File: config.mk
export PLATFORM = sky130hd
export DESIGN_NAME = pipelined_controlunit_flat
export DESIGN_NICKNAME = d
export VERILOG_FILES = /design/src/rtl/pipelined_controlunit_if.sv /design/src/rtl/pipelined_controlunit.sv /design/src/flat_wrapper.sv
export SDC_FILE = /design/constraint.sdc
export NUM_CORES = 1
export LEC_CHECK = 0
export ABC_AREA = 1
export BUFFER_PORTS_ARGS = -buffer_cell sky130_fd_sc_hd__buf_2
export CORE_MARGIN = 2
export CORE_UTILIZATION = 48
export CTS_BUF_LIST = sky130_fd_sc_hd__clkbuf_2
export CTS_CLUSTER_DIAMETER = 120
export CTS_CLUSTER_SIZE = 25
export DETAILED_ROUTE_END_ITERATION = 10
export PLACE_DENSITY_LB_ADDON = 0.12
export RECOVER_POWER = 25
export SLEW_MARGIN = 20
export SYNTH_ARGS = -nofsm -noshare
export SYNTH_HDL_FRONTEND = slang
export SYNTH_SLANG_ARGS = --single-unit
export TNS_END_PERCENT = 5
File: constraint.sdc
create_clock -name clk_i -period 1.39 [get_ports clk_i]
set_input_delay 0.139 -clock clk_i [delete_from_list [all_inputs] [get_ports clk_i]]
set_output_delay 0.139 -clock clk_i [all_outputs]
set_load 0.1 [all_outputs]
File: src/rtl/pipelined_controlunit_if.sv
// Bus bundle between the RV32I datapath and the pipelined control unit.
// The slave modport is the control unit's view; master is the datapath/testbench view.
interface pipelined_controlunit_if #(
    parameter int DATA_WIDTH     = 32,
    parameter int REG_ADDR_WIDTH = 5
);
    logic [DATA_WIDTH-1:0]     Instr_i;
    logic                      ZeroE_i;
    logic                      LtSE_i;
    logic                      LtUE_i;
    logic [2:0]                ImmSrcD_o;
    logic                      IllegalD_o;
    logic [3:0]                ALUCtrlE_o;
    logic [1:0]                ALUSrcAE_o;
    logic                      ALUSrcBE_o;
    logic                      PCSrcE_o;
    logic                      JumpRegE_o;
    logic [1:0]                ForwardAE_o;
    logic [1:0]                ForwardBE_o;
    logic                      MemWriteM_o;
    logic [1:0]                MemTypeM_o;
    logic                      MemSignM_o;
    logic                      RegWriteW_o;
    logic [1:0]                ResultSrcW_o;
    logic [REG_ADDR_WIDTH-1:0] RdW_o;
    logic                      StallF_o;
    logic                      StallD_o;
    logic                      FlushD_o;

    modport slave (
        input  Instr_i, ZeroE_i, LtSE_i, LtUE_i,
        output ImmSrcD_o, IllegalD_o, ALUCtrlE_o, ALUSrcAE_o, ALUSrcBE_o, PCSrcE_o,
               JumpRegE_o, ForwardAE_o, ForwardBE_o, MemWriteM_o, MemTypeM_o,
               MemSignM_o, RegWriteW_o, ResultSrcW_o, RdW_o, StallF_o, StallD_o, FlushD_o
    );

    modport master (
        output Instr_i, ZeroE_i, LtSE_i, LtUE_i,
        input  ImmSrcD_o, IllegalD_o, ALUCtrlE_o, ALUSrcAE_o, ALUSrcBE_o, PCSrcE_o,
               JumpRegE_o, ForwardAE_o, ForwardBE_o, MemWriteM_o, MemTypeM_o,
               MemSignM_o, RegWriteW_o, ResultSrcW_o, RdW_o, StallF_o, StallD_o, FlushD_o
    );
endinterface

File: src/rtl/pipelined_controlunit.sv
// RV32I pipelined control unit: decode in D, control word carried through E/M/W,
// branch/jump resolution in E and load-use stall, redirect flush and EX forwarding.
module pipelined_controlunit #(
    parameter int DATA_WIDTH     = 32,
    parameter int REG_ADDR_WIDTH = 5
) (
    input logic clk_i,
    input logic rst_i,
    pipelined_controlunit_if.slave bus
);
    typedef struct packed {
        logic                      reg_write;
        logic                      mem_write;
        logic                      branch;
        logic                      jump;
        logic                      jump_reg;
        logic [3:0]                alu_ctrl;
        logic [1:0]                alu_src_a;
        logic                      alu_src_b;
        logic [1:0]                result_src;
        logic [1:0]                mem_type;
        logic                      mem_sign;
        logic [2:0]                funct3;
        logic [REG_ADDR_WIDTH-1:0] rd;
        logic [REG_ADDR_WIDTH-1:0] rs1;
        logic [REG_ADDR_WIDTH-1:0] rs2;
    } ex_t;

    typedef struct packed {
        logic                      reg_write;
        logic                      mem_write;
        logic [1:0]                result_src;
        logic [1:0]                mem_type;
        logic                      mem_sign;
        logic [REG_ADDR_WIDTH-1:0] rd;
    } mem_t;

    typedef struct packed {
        logic                      reg_write;
        logic [1:0]                result_src;
        logic [REG_ADDR_WIDTH-1:0] rd;
    } wb_t;

    logic [DATA_WIDTH-1:0] instr;
    logic                  unused_instr_bits;
    ex_t                   ctrl_d, id_ex;
    mem_t                  ex_mem;
    wb_t                   mem_wb;
    logic [2:0]            imm_src_d;
    logic                  illegal_d, reads_rs1, reads_rs2, mem_ok;
    logic [1:0]            mem_type_d;
    logic                  mem_sign_d;
    logic                  cond_e, pcsrc_e, load_use, stall;

    assign instr             = bus.Instr_i;
    assign unused_instr_bits = ^{instr[31], instr[29:25]};

    function automatic logic [3:0] alu_op(input logic [2:0] f3, input logic alt);
        case (f3)
            3'b000:  alu_op = alt ? 4'b0001 : 4'b0000;
            3'b001:  alu_op = 4'b1000;
            3'b010:  alu_op = 4'b0101;
            3'b011:  alu_op = 4'b0110;
            3'b100:  alu_op = 4'b0100;
            3'b101:  alu_op = alt ? 4'b1001 : 4'b0111;
            3'b110:  alu_op = 4'b0011;
            default: alu_op = 4'b0010;
        endcase
    endfunction

    always_comb begin
        mem_ok     = 1'b1;
        mem_type_d = 2'b00;
        mem_sign_d = 1'b0;
        case (instr[14:12])
            3'b000:  mem_type_d = 2'b01;
            3'b001:  mem_type_d = 2'b10;
            3'b010:  mem_type_d = 2'b00;
            3'b100:  begin mem_type_d = 2'b01; mem_sign_d = 1'b1; end
            3'b101:  begin mem_type_d = 2'b10; mem_sign_d = 1'b1; end
            default: mem_ok = 1'b0;
        endcase
    end

    always_comb begin
        ctrl_d        = '0;
        ctrl_d.funct3 = instr[14:12];
        ctrl_d.rd     = instr[11:7];
        ctrl_d.rs1    = instr[19:15];
        ctrl_d.rs2    = instr[24:20];
        imm_src_d     = 3'b000;
        illegal_d     = 1'b0;
        reads_rs1     = 1'b0;
        reads_rs2     = 1'b0;
        case (instr[6:0])
            7'd3: begin
                ctrl_d.reg_write  = 1'b1;
                ctrl_d.alu_src_b  = 1'b1;
                ctrl_d.result_src = 2'b01;
                ctrl_d.mem_type   = mem_type_d;
                ctrl_d.mem_sign   = mem_sign_d;
                reads_rs1         = 1'b1;
                illegal_d         = !mem_ok;
            end
            7'd19: begin
                ctrl_d.reg_write = 1'b1;
                ctrl_d.alu_src_b = 1'b1;
                // Only shifts look at funct7; addi with imm[10] set must stay an add
                ctrl_d.alu_ctrl  = alu_op(instr[14:12], (instr[14:12] == 3'b101) && instr[30]);
                reads_rs1        = 1'b1;
            end
            7'd51: begin
                ctrl_d.reg_write = 1'b1;
                ctrl_d.alu_ctrl  = alu_op(instr[14:12], instr[30]);
                reads_rs1        = 1'b1;
                reads_rs2        = 1'b1;
            end
            7'd35: begin
                ctrl_d.mem_write = 1'b1;
                ctrl_d.alu_src_b = 1'b1;
                ctrl_d.mem_type  = mem_type_d;
                ctrl_d.mem_sign  = mem_sign_d;
                imm_src_d        = 3'b001;
                reads_rs1        = 1'b1;
                reads_rs2        = 1'b1;
                illegal_d        = !mem_ok;
            end
            7'd99: begin
                ctrl_d.branch   = 1'b1;
                ctrl_d.alu_ctrl = 4'b0001;
                imm_src_d       = 3'b010;
                reads_rs1       = 1'b1;
                reads_rs2       = 1'b1;
                illegal_d       = (instr[14:13] == 2'b01);
            end
            7'd23: begin
                ctrl_d.reg_write = 1'b1;
                ctrl_d.alu_src_a = 2'b01;
                ctrl_d.alu_src_b = 1'b1;
                imm_src_d        = 3'b011;
            end
            7'd55: begin
                ctrl_d.reg_write = 1'b1;
                ctrl_d.alu_src_a = 2'b10;
                ctrl_d.alu_src_b = 1'b1;
                imm_src_d        = 3'b011;
            end
            7'd103: begin
                ctrl_d.reg_write  = 1'b1;
                ctrl_d.jump       = 1'b1;
                ctrl_d.jump_reg   = 1'b1;
                ctrl_d.alu_src_b  = 1'b1;
                ctrl_d.result_src = 2'b10;
                reads_rs1         = 1'b1;
            end
            7'd111: begin
                ctrl_d.reg_write  = 1'b1;
                ctrl_d.jump       = 1'b1;
                ctrl_d.alu_src_a  = 2'b01;
                ctrl_d.alu_src_b  = 1'b1;
                ctrl_d.result_src = 2'b10;
                imm_src_d         = 3'b100;
            end
            default: illegal_d = 1'b1;
        endcase
        if (illegal_d) begin
            ctrl_d    = '0;
            reads_rs1 = 1'b0;
            reads_rs2 = 1'b0;
        end
    end

    always_comb begin
        case (id_ex.funct3)
            3'b000:  cond_e = bus.ZeroE_i;
            3'b001:  cond_e = !bus.ZeroE_i;
            3'b100:  cond_e = bus.LtSE_i;
            3'b101:  cond_e = !bus.LtSE_i;
            3'b110:  cond_e = bus.LtUE_i;
            3'b111:  cond_e = !bus.LtUE_i;
            default: cond_e = 1'b0;
        endcase
    end

    assign pcsrc_e  = id_ex.jump || (id_ex.branch && cond_e);
    assign load_use = (id_ex.result_src == 2'b01) && (id_ex.rd != '0) &&
                      ((reads_rs1 && (id_ex.rd == ctrl_d.rs1)) ||
                       (reads_rs2 && (id_ex.rd == ctrl_d.rs2)));
    // A redirect discards the dependent D instruction anyway, so it wins over the stall
    assign stall    = load_use && !pcsrc_e;

    function automatic logic [1:0] fwd_sel(input logic [REG_ADDR_WIDTH-1:0] rs, input mem_t m,
                                           input wb_t w);
        if (rs != '0 && m.reg_write && m.rd == rs)      fwd_sel = 2'b10;
        else if (rs != '0 && w.reg_write && w.rd == rs) fwd_sel = 2'b01;
        else                                            fwd_sel = 2'b00;
    endfunction

    always_ff @(posedge clk_i) begin
        if (rst_i) begin
            id_ex  <= '0;
            ex_mem <= '0;
            mem_wb <= '0;
        end else begin
            id_ex  <= (pcsrc_e || stall) ? '0 : ctrl_d;
            ex_mem <= '{reg_write: id_ex.reg_write, mem_write: id_ex.mem_write,
                        result_src: id_ex.result_src, mem_type: id_ex.mem_type,
                        mem_sign: id_ex.mem_sign, rd: id_ex.rd};
            mem_wb <= '{reg_write: ex_mem.reg_write, result_src: ex_mem.result_src,
                        rd: ex_mem.rd};
        end
    end

    assign bus.ImmSrcD_o    = imm_src_d;
    assign bus.IllegalD_o   = illegal_d;
    assign bus.StallF_o     = stall;
    assign bus.StallD_o     = stall;
    assign bus.FlushD_o     = pcsrc_e;
    assign bus.ALUCtrlE_o   = id_ex.alu_ctrl;
    assign bus.ALUSrcAE_o   = id_ex.alu_src_a;
    assign bus.ALUSrcBE_o   = id_ex.alu_src_b;
    assign bus.PCSrcE_o     = pcsrc_e;
    assign bus.JumpRegE_o   = id_ex.jump_reg;
    assign bus.ForwardAE_o  = fwd_sel(id_ex.rs1, ex_mem, mem_wb);
    assign bus.ForwardBE_o  = fwd_sel(id_ex.rs2, ex_mem, mem_wb);
    assign bus.MemWriteM_o  = ex_mem.mem_write;
    assign bus.MemTypeM_o   = ex_mem.mem_type;
    assign bus.MemSignM_o   = ex_mem.mem_sign;
    assign bus.RegWriteW_o  = mem_wb.reg_write;
    assign bus.ResultSrcW_o = mem_wb.result_src;
    assign bus.RdW_o        = mem_wb.rd;
endmodule

File: src/flat_wrapper.sv
// flat-port wrapper written by rule: the top's interface ports become plain ports
module pipelined_controlunit_flat 
#(
    parameter int DATA_WIDTH     = 32,
    parameter int REG_ADDR_WIDTH = 5
)
  (clk_i, rst_i, bus_Instr_i, bus_ZeroE_i, bus_LtSE_i, bus_LtUE_i, bus_ImmSrcD_o, bus_IllegalD_o, bus_ALUCtrlE_o, bus_ALUSrcAE_o, bus_ALUSrcBE_o, bus_PCSrcE_o, bus_JumpRegE_o, bus_ForwardAE_o, bus_ForwardBE_o, bus_MemWriteM_o, bus_MemTypeM_o, bus_MemSignM_o, bus_RegWriteW_o, bus_ResultSrcW_o, bus_RdW_o, bus_StallF_o, bus_StallD_o, bus_FlushD_o);
  pipelined_controlunit_if #(.DATA_WIDTH(DATA_WIDTH), .REG_ADDR_WIDTH(REG_ADDR_WIDTH)) bus_i ();
  input logic clk_i;
  input logic rst_i;
  input wire logic [$bits(bus_i.Instr_i)-1:0] bus_Instr_i;
  input wire logic [$bits(bus_i.ZeroE_i)-1:0] bus_ZeroE_i;
  input wire logic [$bits(bus_i.LtSE_i)-1:0] bus_LtSE_i;
  input wire logic [$bits(bus_i.LtUE_i)-1:0] bus_LtUE_i;
  output wire logic [$bits(bus_i.ImmSrcD_o)-1:0] bus_ImmSrcD_o;
  output wire logic [$bits(bus_i.IllegalD_o)-1:0] bus_IllegalD_o;
  output wire logic [$bits(bus_i.ALUCtrlE_o)-1:0] bus_ALUCtrlE_o;
  output wire logic [$bits(bus_i.ALUSrcAE_o)-1:0] bus_ALUSrcAE_o;
  output wire logic [$bits(bus_i.ALUSrcBE_o)-1:0] bus_ALUSrcBE_o;
  output wire logic [$bits(bus_i.PCSrcE_o)-1:0] bus_PCSrcE_o;
  output wire logic [$bits(bus_i.JumpRegE_o)-1:0] bus_JumpRegE_o;
  output wire logic [$bits(bus_i.ForwardAE_o)-1:0] bus_ForwardAE_o;
  output wire logic [$bits(bus_i.ForwardBE_o)-1:0] bus_ForwardBE_o;
  output wire logic [$bits(bus_i.MemWriteM_o)-1:0] bus_MemWriteM_o;
  output wire logic [$bits(bus_i.MemTypeM_o)-1:0] bus_MemTypeM_o;
  output wire logic [$bits(bus_i.MemSignM_o)-1:0] bus_MemSignM_o;
  output wire logic [$bits(bus_i.RegWriteW_o)-1:0] bus_RegWriteW_o;
  output wire logic [$bits(bus_i.ResultSrcW_o)-1:0] bus_ResultSrcW_o;
  output wire logic [$bits(bus_i.RdW_o)-1:0] bus_RdW_o;
  output wire logic [$bits(bus_i.StallF_o)-1:0] bus_StallF_o;
  output wire logic [$bits(bus_i.StallD_o)-1:0] bus_StallD_o;
  output wire logic [$bits(bus_i.FlushD_o)-1:0] bus_FlushD_o;
  assign bus_i.Instr_i = bus_Instr_i;
  assign bus_i.ZeroE_i = bus_ZeroE_i;
  assign bus_i.LtSE_i = bus_LtSE_i;
  assign bus_i.LtUE_i = bus_LtUE_i;
  assign bus_ImmSrcD_o = bus_i.ImmSrcD_o;
  assign bus_IllegalD_o = bus_i.IllegalD_o;
  assign bus_ALUCtrlE_o = bus_i.ALUCtrlE_o;
  assign bus_ALUSrcAE_o = bus_i.ALUSrcAE_o;
  assign bus_ALUSrcBE_o = bus_i.ALUSrcBE_o;
  assign bus_PCSrcE_o = bus_i.PCSrcE_o;
  assign bus_JumpRegE_o = bus_i.JumpRegE_o;
  assign bus_ForwardAE_o = bus_i.ForwardAE_o;
  assign bus_ForwardBE_o = bus_i.ForwardBE_o;
  assign bus_MemWriteM_o = bus_i.MemWriteM_o;
  assign bus_MemTypeM_o = bus_i.MemTypeM_o;
  assign bus_MemSignM_o = bus_i.MemSignM_o;
  assign bus_RegWriteW_o = bus_i.RegWriteW_o;
  assign bus_ResultSrcW_o = bus_i.ResultSrcW_o;
  assign bus_RdW_o = bus_i.RdW_o;
  assign bus_StallF_o = bus_i.StallF_o;
  assign bus_StallD_o = bus_i.StallD_o;
  assign bus_FlushD_o = bus_i.FlushD_o;
  pipelined_controlunit #(.DATA_WIDTH(DATA_WIDTH), .REG_ADDR_WIDTH(REG_ADDR_WIDTH)) u_core (.clk_i(clk_i), .rst_i(rst_i), .bus(bus_i));
endmodule
# Word level (Yosys, flattened, before mapping)
# Cells that the tools add are included.
# word_totals
ramBits,0
out_inout_bits,32
inputBits,37
n_memories,0
rom_bits,0
ff_bits,55
wordCells,127
latchBits,0
# op_classes
shifts,0
mul,0
n_reduce_logical,44
magnitude_cmp,0
n_div,0
addsub,0
n_mux,30
n_eq_ne,28
bitwise_logic,1
# op_table
operator,count
one-hot mux 4 bit (7 select lines),2
== test 5 bit,6
== test 3 bit (second input constant),7
== test 7 x 6 -> 1 bit (second input constant),3
== test 7 bit (second input constant),3
2-to-1 mux 1 bit,16
OR reduction 2 bit,8
logical AND 1 bit,15
nonzero test 5 bit,3
== test 7 x 5 -> 1 bit (second input constant),2
OR reduction 7 bit,2
one-hot mux 2 bit (2 select lines),3
one-hot mux 3 bit (4 select lines),1
one-hot mux 4 bit (3 select lines),1
OR reduction 6 bit,2
2-to-1 mux 10 bit,1
2-to-1 mux 4 bit,2
== test 7 x 2 -> 1 bit (second input constant),1
== test 3 x 1 -> 1 bit (second input constant),2
== test 3 x 2 -> 1 bit (second input constant),2
zero test 3 bit,2
one-hot mux 1 bit (6 select lines),1
OR reduction 3 bit,2
zero test 1 bit,5
other kinds (7),11

# Logic depth before layout (Yosys ltp)
# depth
word_depth,13
depth_mapped,12
depth_no_buf,11

# Least setup slack after synthesis
# Ideal clock, no wire load.
# synth_timing
path_type,reg-to-output
from,register u_core.id_ex[7] in the netlist's numbering
to,output port bus_ForwardAE_o[0]
n_path_buf,0
required_ps,1251
stages_incl_launch_ff,5
setup_slack_ps,-3966
arrival_time_ps,5217
path_cell_list,dfxtp_1 xnor2_1 o21ai_0 nor4_1 nor2_1
# synth_via
elab_chain_cells,5
word_cells_on_any_way,9
classes_between,eq/ne: 2; mux: 2; reduce/logical: 5
# synth_lines
item,line_no,source
"start, declared",pipelined_controlunit.sv:46,"ex_t ctrl_d, id_ex;"
"start signal, assigned",pipelined_controlunit.sv:205,id_ex <= (pcsrc_e || stall) ? '0 : ctrl_d;
nonzero test 5 bit,"pipelined_controlunit.sv:194, pipelined_controlunit.sv:195",
logical AND 1 bit (2 in a row),pipelined_controlunit.sv:195,else if (rs != '0 && w.reg_write && w.rd == rs) fwd_sel = 2'b01;
2-to-1 mux 1 bit,pipelined_controlunit.sv:195,
2-to-1 mux 2 bit *,pipelined_controlunit.sv:194,if (rs != '0 && m.reg_write && m.rd == rs) fwd_sel = 2'b10;
"end, declared",flat_wrapper.sv:22,output wire logic [$bits(bus_i.ForwardAE_o)-1:0] bus_ForwardAE_o;
# Mark *: on every way between the ends. The rest lies on a longest branch, timed or not.

# Final worst setup path
# layout_timing
from,register u_core.id_ex[12] in the netlist's numbering
to,output port bus_StallF_o
# layout_via
elab_chain_cells,5
word_cells_on_any_way,9
classes_between,eq/ne: 2; reduce/logical: 7
# layout_lines
item,line_no,source
== test 5 bit (on tied branches),"pipelined_controlunit.sv:187, pipelined_controlunit.sv:188",
logical AND 1 bit (on tied branches),"pipelined_controlunit.sv:187, pipelined_controlunit.sv:188",
logical OR 1 bit,pipelined_controlunit.sv:187,((reads_rs1 && (id_ex.rd == ctrl_d.rs1)) ||
logical AND 1 bit *,pipelined_controlunit.sv:186,assign load_use = (id_ex.result_src == 2'b01) && (id_ex.rd != '0) &&
logical AND 1 bit *,pipelined_controlunit.sv:190,assign stall = load_use && !pcsrc_e;
"end, declared",flat_wrapper.sv:30,output wire logic [$bits(bus_i.StallF_o)-1:0] bus_StallF_o;
# Marked as above.

==> flow_summary_export.csv <==
group,metric,value,unit
logic_synthesis,ys.flop_type,"sky130_fd_sc_hd__dfxtp_1",
power,power.net_switching,0.000703,W
cells_and_area,antennaDiodeCount,0,
global_route,grt_max_degree,23,
sta,setup_clock_skew_after_layout,0.0297,ns
clocking,cts_buffer_depth,2,
critical_path,slowest_delay,0.40,ns
logic_synthesis,synth_async_sr_flop_share,0,
sta,timing.fmax,507,MHz
routing,drt_drc_violations_left,0,
clocking,worst_setup_hold_path_clk_slew,0.28,ns
cells_and_area,finalNonFillerCells,544,
clocking,clock_tree.root_cell,"sky130_fd_sc_hd__clkbuf_2",
power,int_power,0.00191,W
global_route,groute.usage.overall,0.230,
logic_synthesis,syn_avg_cell_area,7.11,sq um
power,powerDensity,692,nW/um^2
global_route,grt_antenna_before_repair,0,
routing,drt-pass1-iter-count,4,
clocking,cts.htree.levels,2,
cells_and_area,flow.area_growth_from_synthesis,53.2,%
cells_and_area,final_common_cell,"sky130_fd_sc_hd__nor2_1",
cells_and_area,commonest_cells_after_routing_fill_and_taps_aside,"sky130_fd_sc_hd__nor2_1, sky130_fd_sc_hd__buf_4, sky130_fd_sc_hd__inv_1, sky130_fd_sc_hd__nand2_1, sky130_fd_sc_hd__dfxtp_1",
critical_path,critPathArrivalTime,1.83,ns
floorplanning,num_rows,26,
critical_path,worst_setup_path_start_kind,"register",
worst_hold_path,worst_hold_path_type,"in -> reg",
critical_path,cpLargestDelayFamily,"simple AND/OR/NAND/NOR gates",
routing,dr.first_iter.drc_count,99,
clocking,cts_buffers,5,
routing,wl_per_cell,10.7,microns
global_route,overflow,0,
sta,timing.final.crit_share,1.42,
logic_synthesis,synth.net_count,383,
run,cap_violations,0,
critical_path,timing.critical_path.required,1.25,ns
place,routabilityCongestion,0.871,
place,dp_cells,516,
critical_path,rr_worst_depth,10,
power,power_frac_comb,0.133,
routing,final_antenna_violating_net_count,0,
sta,finalWorstSetupSlack,-0.584,ns
critical_path,worst-path-max-fanout,4,
power,peakVddDrop,0.488,mV
cells_and_area,layout-drive-gt1-share,0.378,
run_status,failing_checks,"setup timing",
critical_path,cp_cell_sequence,"buf_4 -> nor3_1 -> nand3_1 -> nand3_1 -> inv_2 -> nand3_4 -> nor2_4 -> buf_12",
sta,report.final.setup_viol,44,
logic_synthesis,synth-seq-cells,55,
critical_path,timing.critical_path.slowest_stage_cell,"sky130_fd_sc_hd__dfxtp_2",
logic_synthesis,mappedNetlistArea,2460,sq um
sta,hold_violations,0,
logic_synthesis,synthDistinctLibCells,33,
critical_path,worstSetupPathType,"reg -> out",
place,dpl_cell_area,3400,sq um
power,power_leakage,1.83,nW
power,power.share.sequential,0.613,
floorplanning,num_io_pins,69,
global_route,grt_first_pass_wirelength,10100,microns
routing,drt_wl_total,5850,microns
clocking,cts_tree,"built",
floorplanning,die_height,75.6,microns
sta,post-route-min-period,1.97,ns
logic_synthesis,number_of_flops_mapped_to_enable_cells_by_yosys,0,
power,fraction_of_power_consumed_by_the_clock_network,0.255,
sta,rsz0062_at_grt,"true",
place,detailed_place_hpwl,4520,microns
floorplanning,placeable_core_region,5010,sq um
sta,final-max-slew-violation-count,0,
clocking,cts.sinks,55,
logic_synthesis,syn-instance-count,346,
sta,worstMarginPinSlew,0.308,ns
logic_synthesis,yosys_warnings,0,
power,power.switching_fraction,0.269,
cells_and_area,num-nets-final,510,
routing,via_count_of_the_routed_design,2475,
global_route,grt_pass1_vias,2375,
floorplanning,initial_utilization,0.491,
run_status,run_status,"finished with violations",
worst_hold_path,worstHoldPathCells,5,
critical_path,path_buf_inv,3,
critical_path,critical_path.endpoint_type,"primary output",
cells_and_area,utilization,0.752,
critical_path,most_frequent_cell_on_critical_path,"sky130_fd_sc_hd__nand3_1",
clocking,worstSkewPairLatency,0.44,ns
power,totalPowerFinal,0.00261,W
sta,holdWs,0.0378,ns
place,io_buffer_count,62,
cells_and_area,stdcell_area,3770,sq um
floorplanning,fp.dieW,75.6,microns
routing,vias_per_cell,4.55,
sta,slew-limit-headroom,0.793,
critical_path,path_depth,8,
floorplanning,die-area,5710,sq um
logic_synthesis,synth-seq-area-share,0.448,
[kinds of logic (layout without fill, tap and decap cells)]
group,Yosys count,in the layout,synth area share
buf+inv,79,207,0.142
xor+xnor,10,10,0.0356
simple gates,178,178,0.315
flops,55,55,0.448
compound gates,24,24,0.0595
[area by class of cell]
cell class | instances | area (sq um)
Multi-Input combinational cell | 212 | 1110
Inverter | 65 | 244
Timing Repair Buffer | 134 | 1140
Fill cell | 402 | 1240
Clock buffer | 5 | 25.0
Tap cell | 70 | 87.6
Clock inverter | 3 | 28.8
Sequential cell | 55 | 1130
[layer usage]
| metal | global-route usage | up-vias | part of all wire |
|---|---|---|---|
| met5 | 0 | - | 0 |
| met4 | 0.0682 | 0 | 0.012 |
| met3 | 0.0437 | 9 | 0.054 |
| met2 | 0.389 | 75 | 0.49 |
| met1 | 0.297 | 1087 | 0.44 |
| li1 | - | 1304 | - |
[through the flow]
step,setup TNS (ns),worst slack (ns)
after floorplan,-16.54,-0.923
after global placement,-6.81,-0.294
after detailed placement,-9.13,-0.350
after CTS,-12.60,-0.597
after global routing,-18.03,-0.743
final,-13.16,-0.584
[flip-flops by register name (all words and copies together) (netlist names)]
register	count
u_core.id_ex	27
u_core.ex_mem	8
u_core.bus.RdW_o	5
u_core.bus.ALUCtrlE_o	4
u_core.bus.ALUSrcAE_o	2
u_core.bus.MemTypeM_o	2
u_core.bus.ResultSrcW_o	2
u_core.bus.ALUSrcBE_o	1
u_core.bus.JumpRegE_o	1
u_core.bus.MemSignM_o	1
u_core.bus.MemWriteM_o	1
u_core.bus.RegWriteW_o	1
[synthesized netlist by cell type, drive strengths merged, types with 2 or more instances]
| cell | n | area, sq um |
|---|---|---|
| nor2 | 83 | 337 |
| inv | 65 | 244 |
| nand2 | 61 | 239 |
| dfxtp | 55 | 1100 |
| nand3 | 21 | 123 |
| buf | 12 | 97.6 |
| o21ai | 9 | 48.8 |
| xnor2 | 6 | 52.6 |
| a21oi | 5 | 25.0 |
| nand4 | 5 | 31.3 |
| nor3 | 4 | 20.0 |
| o22ai | 4 | 25.0 |
| xor2 | 4 | 35.0 |
| clkbuf | 2 | 7.51 |
| nor4 | 2 | 12.5 |
[repair_timing]
action	4_1_cts	5_1_grt
buffers inserted	3	0
hold endpoints to repair	17	1
resized for setup	38	18
endpoints found under the setup margin	60	49
hold buffers	16	1
cloned	0	0
pin swaps	10	8
[power groups by stage]
stage	combinational (W)	clock, W	sequential (W)
finish	0.000346	0.000664	0.00160
global route	0.000384	0.000758	0.00160
CTS	0.000341	0.000694	0.00160
detailed placement	0.000300	0	0.00163
global placement	0.000297	0	0.00163
floorplan	0.000144	0	0.00163
[worst reg2reg max path, cell delays in order (launching register included)]
cell and delay, ns:
sky130_fd_sc_hd__dfxtp_2 0.40, sky130_fd_sc_hd__buf_4 0.13, sky130_fd_sc_hd__nor3_1 0.24, sky130_fd_sc_hd__nand3_1 0.15
sky130_fd_sc_hd__nand3_1 0.11, sky130_fd_sc_hd__inv_2 0.06, sky130_fd_sc_hd__nand3_4 0.10, sky130_fd_sc_hd__buf_4 0.14
sky130_fd_sc_hd__nand2_4 0.06, sky130_fd_sc_hd__buf_12 0.15, sky130_fd_sc_hd__nor2_1 0.13
[path summary, 6_finish.rpt]
check	start	end	slack (ns)
max	u_core.id_ex[12]	bus_StallF_o	-0.58
min	bus_Instr_i[13]	u_core.id_ex[20]	0.04
max reg2reg	u_core.id_ex[12]	u_core.id_ex[0]	-0.33
min reg2reg	u_core.id_ex[19]	u_core.bus.MemTypeM_o[0]	0.42
No activity file was read; power rests on OpenSTA's default activity.
